$ cat config.mk
export PLATFORM = sky130hd
export DESIGN_NAME = ls373_latch_seq
export DESIGN_NICKNAME = d
export VERILOG_FILES = /design/src/rtl/ls373_latch_seq.sv
export SDC_FILE = /design/constraint.sdc
export NUM_CORES = 1
export LEC_CHECK = 0
export CAP_MARGIN = 20
export CORE_MARGIN = 2
export CORE_UTILIZATION = 45
export DETAILED_ROUTE_END_ITERATION = 8
export GPL_TIMING_DRIVEN = 0
export MAX_ROUTING_LAYER = met4
export PLACE_DENSITY_LB_ADDON = 0.3
export SKIP_CTS_REPAIR_TIMING = 1
export SLEW_MARGIN = 20
export SYNTH_ARGS = -nofsm -noshare
export SYNTH_HDL_FRONTEND = slang
export SYNTH_SLANG_ARGS = --single-unit
$ cat constraint.sdc
create_clock -name clk -period 1.85 [get_ports clk]
set_input_delay 0.185 -clock clk [delete_from_list [all_inputs] [get_ports clk]]
set_output_delay 0.185 -clock clk [all_outputs]
set_load 0.01 [all_outputs]
$ cat src/rtl/ls373_latch_seq.sv
// ---------------------------------------------------------------------------
// ls373_latch_seq
//   Load/drive sequencer for a 74S373 octal transparent latch. A byte taken
//   on a req edge walks through a fixed sequence:
//     data setup -> latch open -> latch close -> output drive -> turnaround.
//   The sequence never pulls OENB_N low while HOLD_N is high.
//
// Ports
//   clk      in   rising-edge clock
//   reset_n  in   asynchronous active-low reset
//   req      in   load request, sampled only while idle
//   din[7:0] in   byte to load, sampled on the accepting edge
//   busy     out  high in every state except IDLE
//   ack      out  one-cycle pulse in the last DRIVE cycle
//   i_out    out  to latch I7..I0, registered copy of the accepted byte
//   hold_n   out  to latch HOLD_N (1 = transparent)
//   oenb_n   out  to latch OENB_N (0 = outputs driven)
//
// Every output is a flop. Outputs are decoded from the next state, so each
// output register changes on the same edge that the state register does.
// ---------------------------------------------------------------------------
module ls373_latch_seq #(
    parameter int unsigned SETUP_CYC = 1,
    parameter int unsigned OPEN_CYC  = 2,
    parameter int unsigned DRIVE_CYC = 4,
    parameter int unsigned TURN_CYC  = 1
) (
    input  logic       clk,
    input  logic       reset_n,
    input  logic       req,
    input  logic [7:0] din,
    output logic       busy,
    output logic       ack,
    output logic [7:0] i_out,
    output logic       hold_n,
    output logic       oenb_n
);

    // Durations are clamped into 1..15 so the 4-bit counter load is always
    // meaningful; a zero duration behaves like one cycle.
    localparam int unsigned SETUP_N = (SETUP_CYC == 0) ? 1 : ((SETUP_CYC > 15) ? 15 : SETUP_CYC);
    localparam int unsigned OPEN_N  = (OPEN_CYC  == 0) ? 1 : ((OPEN_CYC  > 15) ? 15 : OPEN_CYC);
    localparam int unsigned DRIVE_N = (DRIVE_CYC == 0) ? 1 : ((DRIVE_CYC > 15) ? 15 : DRIVE_CYC);
    localparam int unsigned TURN_N  = (TURN_CYC  == 0) ? 1 : ((TURN_CYC  > 15) ? 15 : TURN_CYC);

    localparam logic [3:0] SETUP_LD = 4'(SETUP_N - 1);
    localparam logic [3:0] OPEN_LD  = 4'(OPEN_N  - 1);
    localparam logic [3:0] DRIVE_LD = 4'(DRIVE_N - 1);
    localparam logic [3:0] TURN_LD  = 4'(TURN_N  - 1);

    typedef enum logic [2:0] {
        S_IDLE  = 3'd0,
        S_SETUP = 3'd1,
        S_OPEN  = 3'd2,
        S_CLOSE = 3'd3,
        S_DRIVE = 3'd4,
        S_TURN  = 3'd5
    } state_e;

    state_e     state_q, state_d;
    logic [3:0] cnt_q,   cnt_d;
    logic [7:0] i_out_q, i_out_d;
    logic       hold_n_q, hold_n_d;
    logic       oenb_n_q, oenb_n_d;
    logic       busy_q,   busy_d;
    logic       ack_q,    ack_d;
    logic       cnt_done;

    assign cnt_done = (cnt_q == 4'd0);

    always_ff @(posedge clk or negedge reset_n) begin
        if (!reset_n) begin
            state_q  <= S_IDLE;
            cnt_q    <= 4'd0;
            i_out_q  <= 8'h00;
            hold_n_q <= 1'b0;
            oenb_n_q <= 1'b1;
            busy_q   <= 1'b0;
            ack_q    <= 1'b0;
        end else begin
            state_q  <= state_d;
            cnt_q    <= cnt_d;
            i_out_q  <= i_out_d;
            hold_n_q <= hold_n_d;
            oenb_n_q <= oenb_n_d;
            busy_q   <= busy_d;
            ack_q    <= ack_d;
        end
    end

    always_comb begin
        state_d  = state_q;
        cnt_d    = cnt_q - 4'd1;
        i_out_d  = i_out_q;
        hold_n_d = 1'b0;
        oenb_n_d = 1'b1;
        busy_d   = 1'b0;
        ack_d    = 1'b0;

        // Each timed state loads its duration minus one on entry and leaves
        // on the edge where the counter has reached zero.
        case (state_q)
            S_IDLE: begin
                cnt_d = 4'd0;
                if (req) begin
                    state_d = S_SETUP;
                    cnt_d   = SETUP_LD;
                    i_out_d = din;
                end
            end
            S_SETUP: if (cnt_done) begin
                state_d = S_OPEN;
                cnt_d   = OPEN_LD;
            end
            S_OPEN: if (cnt_done) begin
                state_d = S_CLOSE;
                cnt_d   = 4'd0;
            end
            // CLOSE is a single hold-time cycle after HOLD_N falls.
            S_CLOSE: begin
                state_d = S_DRIVE;
                cnt_d   = DRIVE_LD;
            end
            S_DRIVE: if (cnt_done) begin
                state_d = S_TURN;
                cnt_d   = TURN_LD;
            end
            S_TURN: if (cnt_done) begin
                state_d = S_IDLE;
                cnt_d   = 4'd0;
            end
            // Unreachable encodings recover to IDLE with reset-valued outputs.
            default: begin
                state_d = S_IDLE;
                cnt_d   = 4'd0;
                i_out_d = 8'h00;
            end
        endcase

        // Registered outputs follow the state being entered.
        hold_n_d = (state_d == S_OPEN);
        oenb_n_d = (state_d != S_DRIVE);
        busy_d   = (state_d != S_IDLE);
        ack_d    = (state_d == S_DRIVE) && (cnt_d == 4'd0);
    end

    assign busy   = busy_q;
    assign ack    = ack_q;
    assign i_out  = i_out_q;
    assign hold_n = hold_n_q;
    assign oenb_n = oenb_n_q;

endmodule
==> summary.md <==
| Metric | Value |
|---|---|
| HP Class | in2async |
| Multi-input gate area | 474 um2 |
| CP Max Fanout | 10 |
| Post-layout min period | 1.56 ns |
| Slew Limit Headroom | 43.0% |
| Seq cells post-synth | 19 |
| Port Buf Inserts | 22 |
| Syn nets | 108 |
| Worst EP arrival | 1.75 ns |
| Via density | 5.43 |
| Synth cell types | 34 |
| DRT iter0 DRCs | 7 |
| Final slew viol count | 0 |
| # rows | 17 |
| Fmax | 642 MHz |
| Antenna violations before repair | 0 |
| Register area | 477 um2 |
| CP required | 2.05 ns |
| Cell Area, Synth | 1010 um2 |
| Routed WL | 2.06 mm |
| Antenna cells | 0 |
| Clock Skews | 0.00574 ns |
| Crit Reg-Reg Startpoint | cnt_q[0]$_DFF_PN0_ |
| Reg2reg setup slack | 0.29 ns |
| Post-route ant nets | 0 |
| Sw frac | 39.6% |
| Area Overhead vs Synth | 27.7% |
| Clock root cell | clkbuf_4 |
| Psw | 0.000816 W |
| CTS tree | built |
| DRC Markers | 0 |
| DR vias | 809 |
| First-pass GRT wire length | 3.54 mm |
| Routability cong. | 0.688 |
| Max stage delay cell, worst path | dfrtp_1 |
| Worst slack at placement | 0.289 ns |
| Share of cells above drive strength 1 | 14.0% |
| Crit path capture type | flip-flop |
| Gr usage total | 18.5% |
| Leak Pwr | 0.553 nW |
| Core area | 2170 um2 |
| Post-route insts no fill | 149 |
| WP buf/inv | 2 |
| CTS max path bufs | 2 |
| Yosys warns | 0 |
| Final worst-path setup slack | 0.293 ns |
| Worst Setup SP | cnt_q[0]$_DFF_PN0_ |
| Critical Path Sink | cnt_q[1]$_DFF_PN0_ |
| Total die area | 2650 um2 |
| Sink Count | 19 |
| Worst-Skew Late Latency | 0.30 ns |
| Largest net degree at the start of global routing | 20 |
| Critical path class | reg2reg |
| RSZ-0062 raised after global routing | false |
| Yosys top cell by area | dfrtp_1 |
| FF-to-FF End | cnt_q[1]$_DFF_PN0_ |
| Pwr/cell area | 1590 nW/um2 |
| Worst-path cell chain | inv_1 -> ha_1 -> nor3b_4 -> buf_6 -> nor2_2 -> o221a_1 |
| Starting Density | 46.8% |
| Top cell type's share of synthesized area | 44.4% |
| Mean post-synth cell area | 10.7 um2 |
| Post-synthesis sequential area ratio | 47.0% |
| Critical path startpoint category | flip-flop |
| Drt pass-1 iters | 4 |
| Worst Tran Pin Value | 0.852 ns |
| CP Depth | 6 |
| # IOs | 23 |
| # setup viols final | 0 |
| Top area cells in the synthesized netlist | dfrtp_1, o2bb2ai_1, nor2b_1 |
| H-tree depth | 1 |
| Power, Total | 0.00206 W |
| Max Cap Viol | 0 |
| Total gr overflow | 0 |
| TritonCTS Buffers | 3 |
| Path depth of the worst reg2reg path | 6 |
| Status | finished, final reports clean |
| Setup TNS | 0 ns |
| Fin nets | 135 |
| Fin crit share | 84.1% |
| Hold Vio Cnt, Final | 0 |
| Cell total after placement | 145 |
| Delay-heaviest family, CP | flip-flops |
| Clk pwr share | 10.2% |
| Comb pwr share | 56.1% |
| Drt wl/cell | 13.9 um |
| Final HPWL DP | 1.52 mm |
| Syn Inst Count | 95 |
| Flop pwr share | 33.7% |
| Crit-path max cell delay | 0.43 ns |
| Vias in the first global route | 821 |
| Fillers | 204 |
| Worst VDD drop | 0.884 mV |
| Die Ht | 51.5 um |
| Hold Slack | 0.360 ns |
| Pint | 0.00124 W |
| Die W | 51.5 um |
| Clock slew at the register clock pins of the worst setup and hold paths | 0.11 ns |
flip-flops by register name (all words and copies together), names as in the netlist:
register / cells
state_q: 3
i_out: 8
oenb_n: 1
busy: 1
hold_n: 1
ack: 1
cnt_q: 4
stage by stage:
step	area, um2	utilization (%)
floorplan	1010	-
global placement	1270	58.5
detailed placement	1270	58.5
CTS	1300	59.7
global route	1300	59.7
finish	1300	59.7
power by group through the flow:
stage	Combinational, W	Sequential (W)	Clock [W]
finish	0.00115	0.000694	0.000211
global route	0.00127	0.000716	0.000236
CTS	0.00117	0.000695	0.000215
detailed placement	0.00116	0.000701	0
global placement	0.00113	0.000694	0
floorplan	0.000736	0.000732	0
layer usage:
layer	up-vias	share of wire, %	global-route usage, %
li1	400	-	-
met1	386	43	20.4
met2	21	53	33.8
met3	2	3.7	3.51
met4	0	0.92	5.26
met5	-	0	-
layout make-up:
cell class	count	share of cell area (%)
Tap cell	28	2.70
Timing Repair Buffer	22	17.0
Multi-Input combinational cell	65	36.6
Sequential cell	19	36.8
Inverter	3	0.869
Clock buffer	4	2.03
Buffer	8	4.05
Yosys cell counts (all sizes together):
cell / n
a2bb2oi: 1
and3: 2
or3b: 1
nor2b: 10
o311ai: 1
buf: 8
xor2: 1
a211o: 1
nor2: 6
inv: 3
a21o: 1
nor3: 4
a21oi: 4
ha: 2
nand3: 2
xnor2: 1
o221a: 1
dfstp: 1
nand2: 4
nand2b: 2
o2bb2ai: 8
o21ai: 1
mux2i: 2
nor3b: 1
dfrtp: 18
o31ai: 1
a22oi: 8
cell families after synthesis:
group	share of synthesized area (%)
adder cells (fa/ha/maj)	2.47
buffers and inverters	6.29
flip-flops	47.0
AND/OR/NAND/NOR	19.0
multiplexers	1.97
AO/OA/AOI/OAI	21.6
XOR/XNOR	1.73
how the worst min path moves through the flow:
stage                     cells past startpoint  slack [ns]                   end                 start
final                                         1        0.36        busy$_DFF_PN0_               reset_n
after CTS                                     1        0.40    cnt_q[3]$_DFF_PN0_               reset_n
after global routing                          1        0.44    cnt_q[3]$_DFF_PN0_               reset_n
after detailed placement                      1        0.50  i_out[2]$_DFFE_PN0P_  i_out[2]$_DFFE_PN0P_
after floorplan                               0       -0.11         ack$_DFF_PN0_               reset_n
after global placement                        1        0.50  i_out[1]$_DFFE_PN0P_  i_out[1]$_DFFE_PN0P_
cells in the final DEF, fill, tap and decap left out, drive strengths merged, types with 3 or more instances in the layout:
cell type      count
buf                8
a21oi              4
inv                3
a22oi              8
nor2b             10
dfrtp             18
nand2              4
clkbuf             4
o2bb2ai            8
nor3               4
nor2               6
clkdlybuf4s50     22
Power figures use the tool's default switching activity.
